## config.mk

```make
export PLATFORM = sky130hd
export DESIGN_NAME = mem_arbiter
export DESIGN_NICKNAME = d
export VERILOG_FILES = /design/src/rtl/memarb_pkg.sv /design/src/rtl/memarb_wait_ctr.sv /design/src/rtl/mem_arbiter.sv
export SDC_FILE = /design/constraint.sdc
export NUM_CORES = 1
export LEC_CHECK = 0
export CORE_UTILIZATION = 35
export CTS_CLUSTER_DIAMETER = 30
export DETAILED_ROUTE_END_ITERATION = 16
export PLACE_DENSITY = 0.81
export RECOVER_POWER = 50
export REMOVE_ABC_BUFFERS = 1
export SLEW_MARGIN = 40
export SYNTH_ARGS = -nofsm -noshare
export SYNTH_HDL_FRONTEND = slang
export SYNTH_SLANG_ARGS = --single-unit
```

## constraint.sdc

```tcl
create_clock -name clk -period 2.8 [get_ports clk]
set_clock_uncertainty 0.1 [all_clocks]
set_input_delay 0.42 -clock clk [delete_from_list [all_inputs] [get_ports clk]]
set_output_delay 0.42 -clock clk [all_outputs]
set_load 0.05 [all_outputs]
```

## src/rtl/memarb_pkg.sv

```systemverilog
// Shared types and constants for the fetch/data memory arbiter.
package memarb_pkg;

  typedef enum logic [1:0] {
    IDLE   = 2'd0,
    BUSY_I = 2'd1,
    BUSY_D = 2'd2
  } arbState_t;

  localparam int unsigned MAX_WAIT_DEFAULT = 15;

  // Width needed to hold wait counts 0 .. maxWait-1.
  function automatic int unsigned ctrWidth(input int unsigned maxWait);
    return (maxWait < 2) ? 1 : $clog2(maxWait);
  endfunction

endpackage

```

## src/rtl/memarb_wait_ctr.sv

```systemverilog
// Wait counter for an outstanding memory request; flags the timeout cycle.
module memarb_wait_ctr
  import memarb_pkg::*;
#(
  parameter int unsigned MAX_WAIT = MAX_WAIT_DEFAULT
) (
  input  logic clk,
  input  logic reset,
  input  logic clr,
  input  logic inc,
  output logic timeout
);

  localparam int unsigned CW = ctrWidth(MAX_WAIT);
  localparam logic [CW-1:0] LAST = CW'(MAX_WAIT - 1);

  logic [CW-1:0] count;

  // Count busy cycles without acknowledge; cleared when a new grant is made.
  always_ff @(posedge clk or negedge reset) begin
    if (!reset)   count <= '0;
    else if (clr) count <= '0;
    else if (inc) count <= count + CW'(1);
  end

  // The MAX_WAIT-th unacknowledged busy cycle is the last one mem_req is held.
  assign timeout = inc && (count == LAST);

endmodule

```

## src/rtl/mem_arbiter.sv

```systemverilog
// Two-port (fetch/data) arbiter onto a single shared memory.
// Optional MEMARB_PERF_EN adds perf_ifetch/perf_data/perf_wait counters.
module mem_arbiter
  import memarb_pkg::*;
#(
  parameter int unsigned DATA_FIRST = 1,
  parameter int unsigned MAX_WAIT   = MAX_WAIT_DEFAULT
) (
  input  logic        clk,
  input  logic        reset,
  input  logic        if_req,
  input  logic [31:0] if_addr,
  output logic [31:0] if_rdata,
  output logic        if_ready,
  input  logic        d_req,
  input  logic        d_we,
  input  logic [31:0] d_addr,
  input  logic [31:0] d_wdata,
  output logic [31:0] d_rdata,
  output logic        d_ready,
  output logic        mem_req,
  output logic        mem_we,
  output logic [31:0] mem_addr,
  output logic [31:0] mem_wdata,
  input  logic [31:0] mem_rdata,
  input  logic        mem_ack,
  output logic        stall,
  output logic        err
`ifdef MEMARB_PERF_EN
  ,
  output logic [31:0] perf_ifetch,
  output logic [31:0] perf_data,
  output logic [31:0] perf_wait
`endif
);

  arbState_t state, stateNext;
  logic ifCand, dCand, grantI, grantD, grant;
  logic busy, ack, timeout, done, ownerReq, weReg;

  // A port in its own completion cycle still shows req high; it is not a new request.
  assign ifCand = if_req & ~if_ready;
  assign dCand  = d_req & ~d_ready;
  assign busy   = (state != IDLE);
  assign ack    = busy & mem_ack;
  assign done   = ack | timeout;
  assign grant  = grantI | grantD;

  assign mem_req = busy;
  assign mem_we  = busy & weReg;
  assign stall   = (if_req & ~if_ready) | (d_req & ~d_ready);

  memarb_wait_ctr #(.MAX_WAIT(MAX_WAIT)) uWaitCtr (
    .clk    (clk),
    .reset  (reset),
    .clr    (grant),
    .inc    (busy & ~mem_ack),
    .timeout(timeout)
  );

  // State register.
  always_ff @(posedge clk or negedge reset) begin
    if (!reset) state <= IDLE;
    else        state <= stateNext;
  end

  // Next state, fixed-priority grant and current owner's request.
  always_comb begin
    stateNext = state;
    grantI    = 1'b0;
    grantD    = 1'b0;
    ownerReq  = 1'b0;
    case (state)
      IDLE: begin
        if (DATA_FIRST != 0) begin
          grantD = dCand;
          grantI = ifCand & ~dCand;
        end else begin
          grantI = ifCand;
          grantD = dCand & ~ifCand;
        end
        if (grantD)      stateNext = BUSY_D;
        else if (grantI) stateNext = BUSY_I;
      end
      BUSY_I: begin
        ownerReq = if_req;
        if (done) stateNext = IDLE;
      end
      BUSY_D: begin
        ownerReq = d_req;
        if (done) stateNext = IDLE;
      end
      default: stateNext = IDLE;
    endcase
  end

  // Latch the winning command at grant time; held for the whole transaction.
  always_ff @(posedge clk or negedge reset) begin
    if (!reset) begin
      mem_addr  <= '0;
      mem_wdata <= '0;
      weReg     <= 1'b0;
    end else if (grant) begin
      mem_addr <= grantD ? d_addr : if_addr;
      weReg    <= grantD & d_we;
      if (grantD) mem_wdata <= d_wdata;
    end
  end

  // Completion: one-cycle ready/err pulses; abandoned transactions complete silently.
  always_ff @(posedge clk or negedge reset) begin
    if (!reset) begin
      if_ready <= 1'b0;
      d_ready  <= 1'b0;
      err      <= 1'b0;
      if_rdata <= '0;
      d_rdata  <= '0;
    end else begin
      if_ready <= 1'b0;
      d_ready  <= 1'b0;
      err      <= 1'b0;
      if (done && ownerReq) begin
        err <= timeout;
        if (state == BUSY_I) begin
          if_ready <= 1'b1;
          if_rdata <= ack ? mem_rdata : '0;
        end else begin
          d_ready <= 1'b1;
          if (!weReg) d_rdata <= ack ? mem_rdata : '0;
        end
      end
    end
  end

`ifdef MEMARB_PERF_EN
  // Wrapping performance counters.
  always_ff @(posedge clk or negedge reset) begin
    if (!reset) begin
      perf_ifetch <= '0;
      perf_data   <= '0;
      perf_wait   <= '0;
    end else begin
      if (if_ready) perf_ifetch <= perf_ifetch + 32'd1;
      if (d_ready)  perf_data   <= perf_data + 32'd1;
      if (stall)    perf_wait   <= perf_wait + 32'd1;
    end
  end
`endif

endmodule

```

* Word-level counts from Yosys, hierarchy flattened *
Index checks and enable logic that the tools add are counted.

word-level totals
  bits of input ports = 134
  output and inout bits = 134
  flip-flop bits (word level) = 138
  word-level logic and storage cells = 60

cells by class
  reductions and logical operators = 10
  bitwise operators = 16
  add/subtract/negate cells = 1
  equality and inequality tests = 5
  mux-type cells = 18

operators by type and width
  kind                                                                      number
  32-bit two-way mux                                                        2
  1-bit two-way mux                                                         9
  4-bit two-way mux                                                         2
  1-bit AND                                                                 7
  2-bit two-way mux                                                         3
  1-bit NOT                                                                 6
  2-bit AND reduction                                                       3
  4-bit by 1-bit adder with 4-bit output (second input constant)            1
  4-bit == test (second input constant)                                     1
  2-bit one-hot mux with 2 select lines                                     1
  2-bit nonzero test                                                        2
  3-bit inequality test (second input constant)                             1
  1-bit bitwise OR                                                          3
  3-bit AND reduction                                                       1
  2-bit by 1-bit == test with 1-bit output (second input constant)          1
  2-bit == test (second input constant)                                     1
  1-bit logical AND                                                         2
  2-bit zero test                                                           1
  2-bit by 1-bit inequality test with 1-bit output (second input constant)  1
  1-bit one-hot mux with 2 select lines                                     1
  2-bit OR reduction                                                        1

* Depth between registers and ports, before layout *
  word-level depth = 8
  mapped depth = 8
  mapped depth without buffers = 5

* Cells and area by module *
From an unflattened synthesis, not the netlist that was laid out.

second synthesis, totals
  cells, all modules = 410
  area total of the unflattened synthesis = 5635.4 um^2

modules (own cells, without submodules)
  module           area each (um^2)  times used  cells an instance  sequential area each (um^2)
  mem_arbiter      5412.7            1           390                3353.2
  memarb_wait_ctr  222.7             1           20                 100.1

* Least setup slack after synthesis *
No wires, ideal clock.

  path type = reg2out
  start point = register state[0]
  end point = output port mem_we
  required time = 2.280 ns
  path slack = 0.646 ns
  cell stages (with the launch flop) = 6
  data arrival time = 1.634 ns
  buffers on the path = 2
  path through = dfrtp_1 > inv_1 > ha_1 > buf_2 > buf_1 > nor2_1

between the ends
  longest elaborated chain between the ends = 2

ends and longest elaborated chain
  what                      RTL line           source
  start: declaration        mem_arbiter.sv:37  arbState_t state, stateNext;
  start signal: assignment  mem_arbiter.sv:64  else state <= stateNext;
  2-bit nonzero test        mem_arbiter.sv:44  assign busy = (state != IDLE);
  1-bit AND                 mem_arbiter.sv:50  assign mem_we = busy & weReg;
  end: declaration          mem_arbiter.sv:22  output logic mem_we,

No other way between the ends.

* Worst setup path in the final report *
  start point = register state[0]
  end point = output port mem_req

between the ends
  longest elaborated chain between the ends = 1

ends and longest elaborated chain
  what                RTL line           source
  2-bit nonzero test  mem_arbiter.sv:44
  end: declaration    mem_arbiter.sv:21  output logic mem_req,

No other way between the ends.

==> summary.md <==
| Metric | Value |
|---|---|
| Synth Instances | `443` |
| YS warnings | `0` |
| Slew margin rel. | `0.173` |
| Reg-to-reg setup timing slack | `0.28 ns` |
| Number of synthesized flops with an enable pin | `0` |
| Post-route design area | `0.00948 sq mm` |
| Cell area after synthesis | `0.00591 sq mm` |
| CP Launch Point | `state[0]` |
| Initial antenna violation count | `0` |
| CP dominant cell by count | `inv_1` |
| Final hold vios | `0` |
| Yosys top cell by area | `dfrtp_1` |
| Cts-stage hold buffer count | `1` |
| Crit path max fanout | `4` |
| Post-DP HPWL | `12100 microns` |
| Fin. max-slew vios | `0` |
| Largest buffer count on any clock path | `2` |
| Status | `finished clean` |
| Leading cell types in the layout, fill and taps excluded | `clkdlybuf4s50_1 (265), dfrtp_1 (138), mux2_2 (96)` |
| Buf+Inv Stages, Crit Path | `3` |
| Vias in the first global route | `4925` |
| Initial Utilization | `0.358` |
| Core box area | `0.0165 sq mm` |
| FF+latch count, synth | `138` |
| Vias | `4540` |
| Worst Setup End Kind | `output port` |
| Worst reg2reg path endpoint | `if_rdata[30]` |
| Share of the synthesized area in the top cell type | `0.584` |
| CTS tree | `done` |
| Required @ worst endpoint | `2.28 ns` |
| Placement Cell Area | `0.00885 sq mm` |
| Largest net degree at the start of global routing | `72` |
| Final setup viols | `0` |
| Syn avg cell area | `13.3 sq um` |
| GRT overflow | `0` |
| H-tree levels | `4` |
| # clock sinks | `138` |
| CP top delay family | `buffers and inverters` |
| Fin cells | `945` |
| Ys async rst share | `1.00` |
| Row count | `47` |
| Fin crit period | `2.60 ns` |
| Share of cells above drive strength 1 | `0.200` |
| Die ar. | `0.0174 sq mm` |
| Fmax | `385 MHz` |
| Root Driver | `clkbuf_16` |
| Post_cts resized | `0` |
| FF-to-FF path depth | `6` |
| CTS buffer count | `17` |
| Synth top area cells | `dfrtp_1 (58%), mux2_2 (18%), mux2i_1 (5.4%)` |
| Clk_lat worst skew | `0.41 ns` |
| Seq/Total Area, Yosys | `0.584` |
| Leading cell type in the layout, fill and taps excluded | `clkdlybuf4s50_1` |
| FF-to-FF Start | `state[0]` |
| Die X | `132 microns` |
| Vias per inst | `4.80` |
| Worst-Margin Slew | `1.24 ns` |
| Max_cap viols | `0` |
| Pre-antenna DRT Iters | `4` |
| Startpoint types | `flop` |
| DRC violations left | `0` |
| Hold WS | `0.402 ns` |
| Leak | `4.24 nW` |
| # port buffers | `267` |
| Final Cycle Share | `0.929` |
| Worst path cell trace | `inv_1, ha_1, inv_1, clkdlybuf4s50_1` |
| Ant. Diodes | `0` |
| I/O pins | `268` |
| WL/cell | `17.6 microns` |
| Detailed Route Iter0 Violations | `140` |
| Final Wtd Congestion | `0.827` |
| Setup WS pre-CTS | `0.420 ns` |
| Post-CTS Setup Inserts | `0` |
| Slowest CP cell | `clkdlybuf4s50_1` |
| Worst Path Arrival | `2.08 ns` |
| Area delta synth->final | `60.4%` |
| Critical Path Stages | `4` |
| Setup_tns | `0 ns` |
| Hold crit path type | `reg -> reg` |
| Die height | `132 microns` |
| Post-layout nets | `852` |
| CP endpoint | `mem_req` |
| Total GRT Usage | `0.200` |
| Clock-pin slew on the worst setup and hold paths | `0.06 ns` |
| First-pass GRT wire length | `26900 microns` |
| Power Dens Cells | `1230 mW/mm^2` |
| Path type of the worst setup path | `reg -> out` |
| Routed WL | `16600 microns` |
| DRT antenna net count | `0` |
| Post-route setup slack | `0.200 ns` |
| Worst ir drop on vdd | `0.857 mV` |
| Slowest Stage Delay on Critical Path | `0.82 ns` |
| Post-synth cell types | `33` |
| Hold path depth | `1` |
| RSZ-0062 raised after global routing | `no` |
| Placed cells | `912` |
| Top_reg_cell synth | `dfrtp_1` |
## sequential cells by signal, indices dropped and copies added (netlist names)
| name | flops |
|---|---|
| d_ready | 1 |
| uWaitCtr.count | 4 |
| weReg | 1 |
| err | 1 |
| state | 2 |
| if_rdata | 32 |
| mem_wdata | 32 |
| mem_addr | 32 |
| d_rdata | 32 |
| if_ready | 1 |
## metal layers
layer  vias to the layer above  GRT usage  share of wire
met2                       170      0.337           0.51
li1                       2088          -              -
met1                      2234      0.226           0.39
met4                         0     0.0982          0.043
met5                         -          0              0
met3                        48     0.0665          0.055
## worst min path at each step
stage	from	endpoint	slack (ns)
3_5_place_dp	reset	mem_addr[3]	0.29
2_1_floorplan	reset	d_rdata[0]	0.02
6_report	d_rdata[26]	d_rdata[26]	0.40
5_1_grt	d_rdata[10]	d_rdata[10]	0.42
4_1_cts	d_rdata[26]	d_rdata[26]	0.41
3_3_place_gp	reset	mem_addr[10]	0.27
## through the flow
step,total power (W),utilization
6_report,0.0117,0.574
3_3_place_gp,0.00910,0.536
5_1_grt,0.0121,0.574
3_5_place_dp,0.00924,0.536
2_1_floorplan,0.00705,-
4_1_cts,0.0118,0.576
## synthesized netlist by cell type (2+ instances only)
library cell  count
buf_2            15
dfrtp_1         138
nand3_1           2
inv_1            38
o22ai_1          34
a32oi_1           2
buf_1             2
o21ai_0           2
and2_1           32
or3b_2            2
buf_4             2
nand3b_1          2
buf_6             3
nor2_1            5
nor4_1            2
clkbuf_1          5
nand2_1           5
mux2_2           96
ha_1              6
a21oi_1           4
mux2i_1          32
nand2b_1          3
## area by class of cell
type                            instances  area (sq um)
Clock buffer                           17           425
Clock inverter                         15           236
Fill cell                            1354          7040
Inverter                               38           143
Multi-Input combinational cell        240          2160
Sequential cell                       138          3450
Tap cell                              220           275
Timing Repair Buffer                  277          2790
## cells by family after synthesis
kind of cell    after synthesis  synth area share
fa+ha+maj                     6            0.0127
simple gates                 58            0.0631
buf+inv                      65            0.0495
mux                         128             0.237
flops                       138             0.584
compound gates               48            0.0531
## power by group
group	internal (W)	switching [W]	leakage (nW)
Combinational	0.00220	0.00381	2.16
Clock	0.00160	0.000908	0.313
Sequential	0.00272	0.000416	1.77
Total	0.00652	0.00513	4.24
Power figures use the tool's default switching activity.
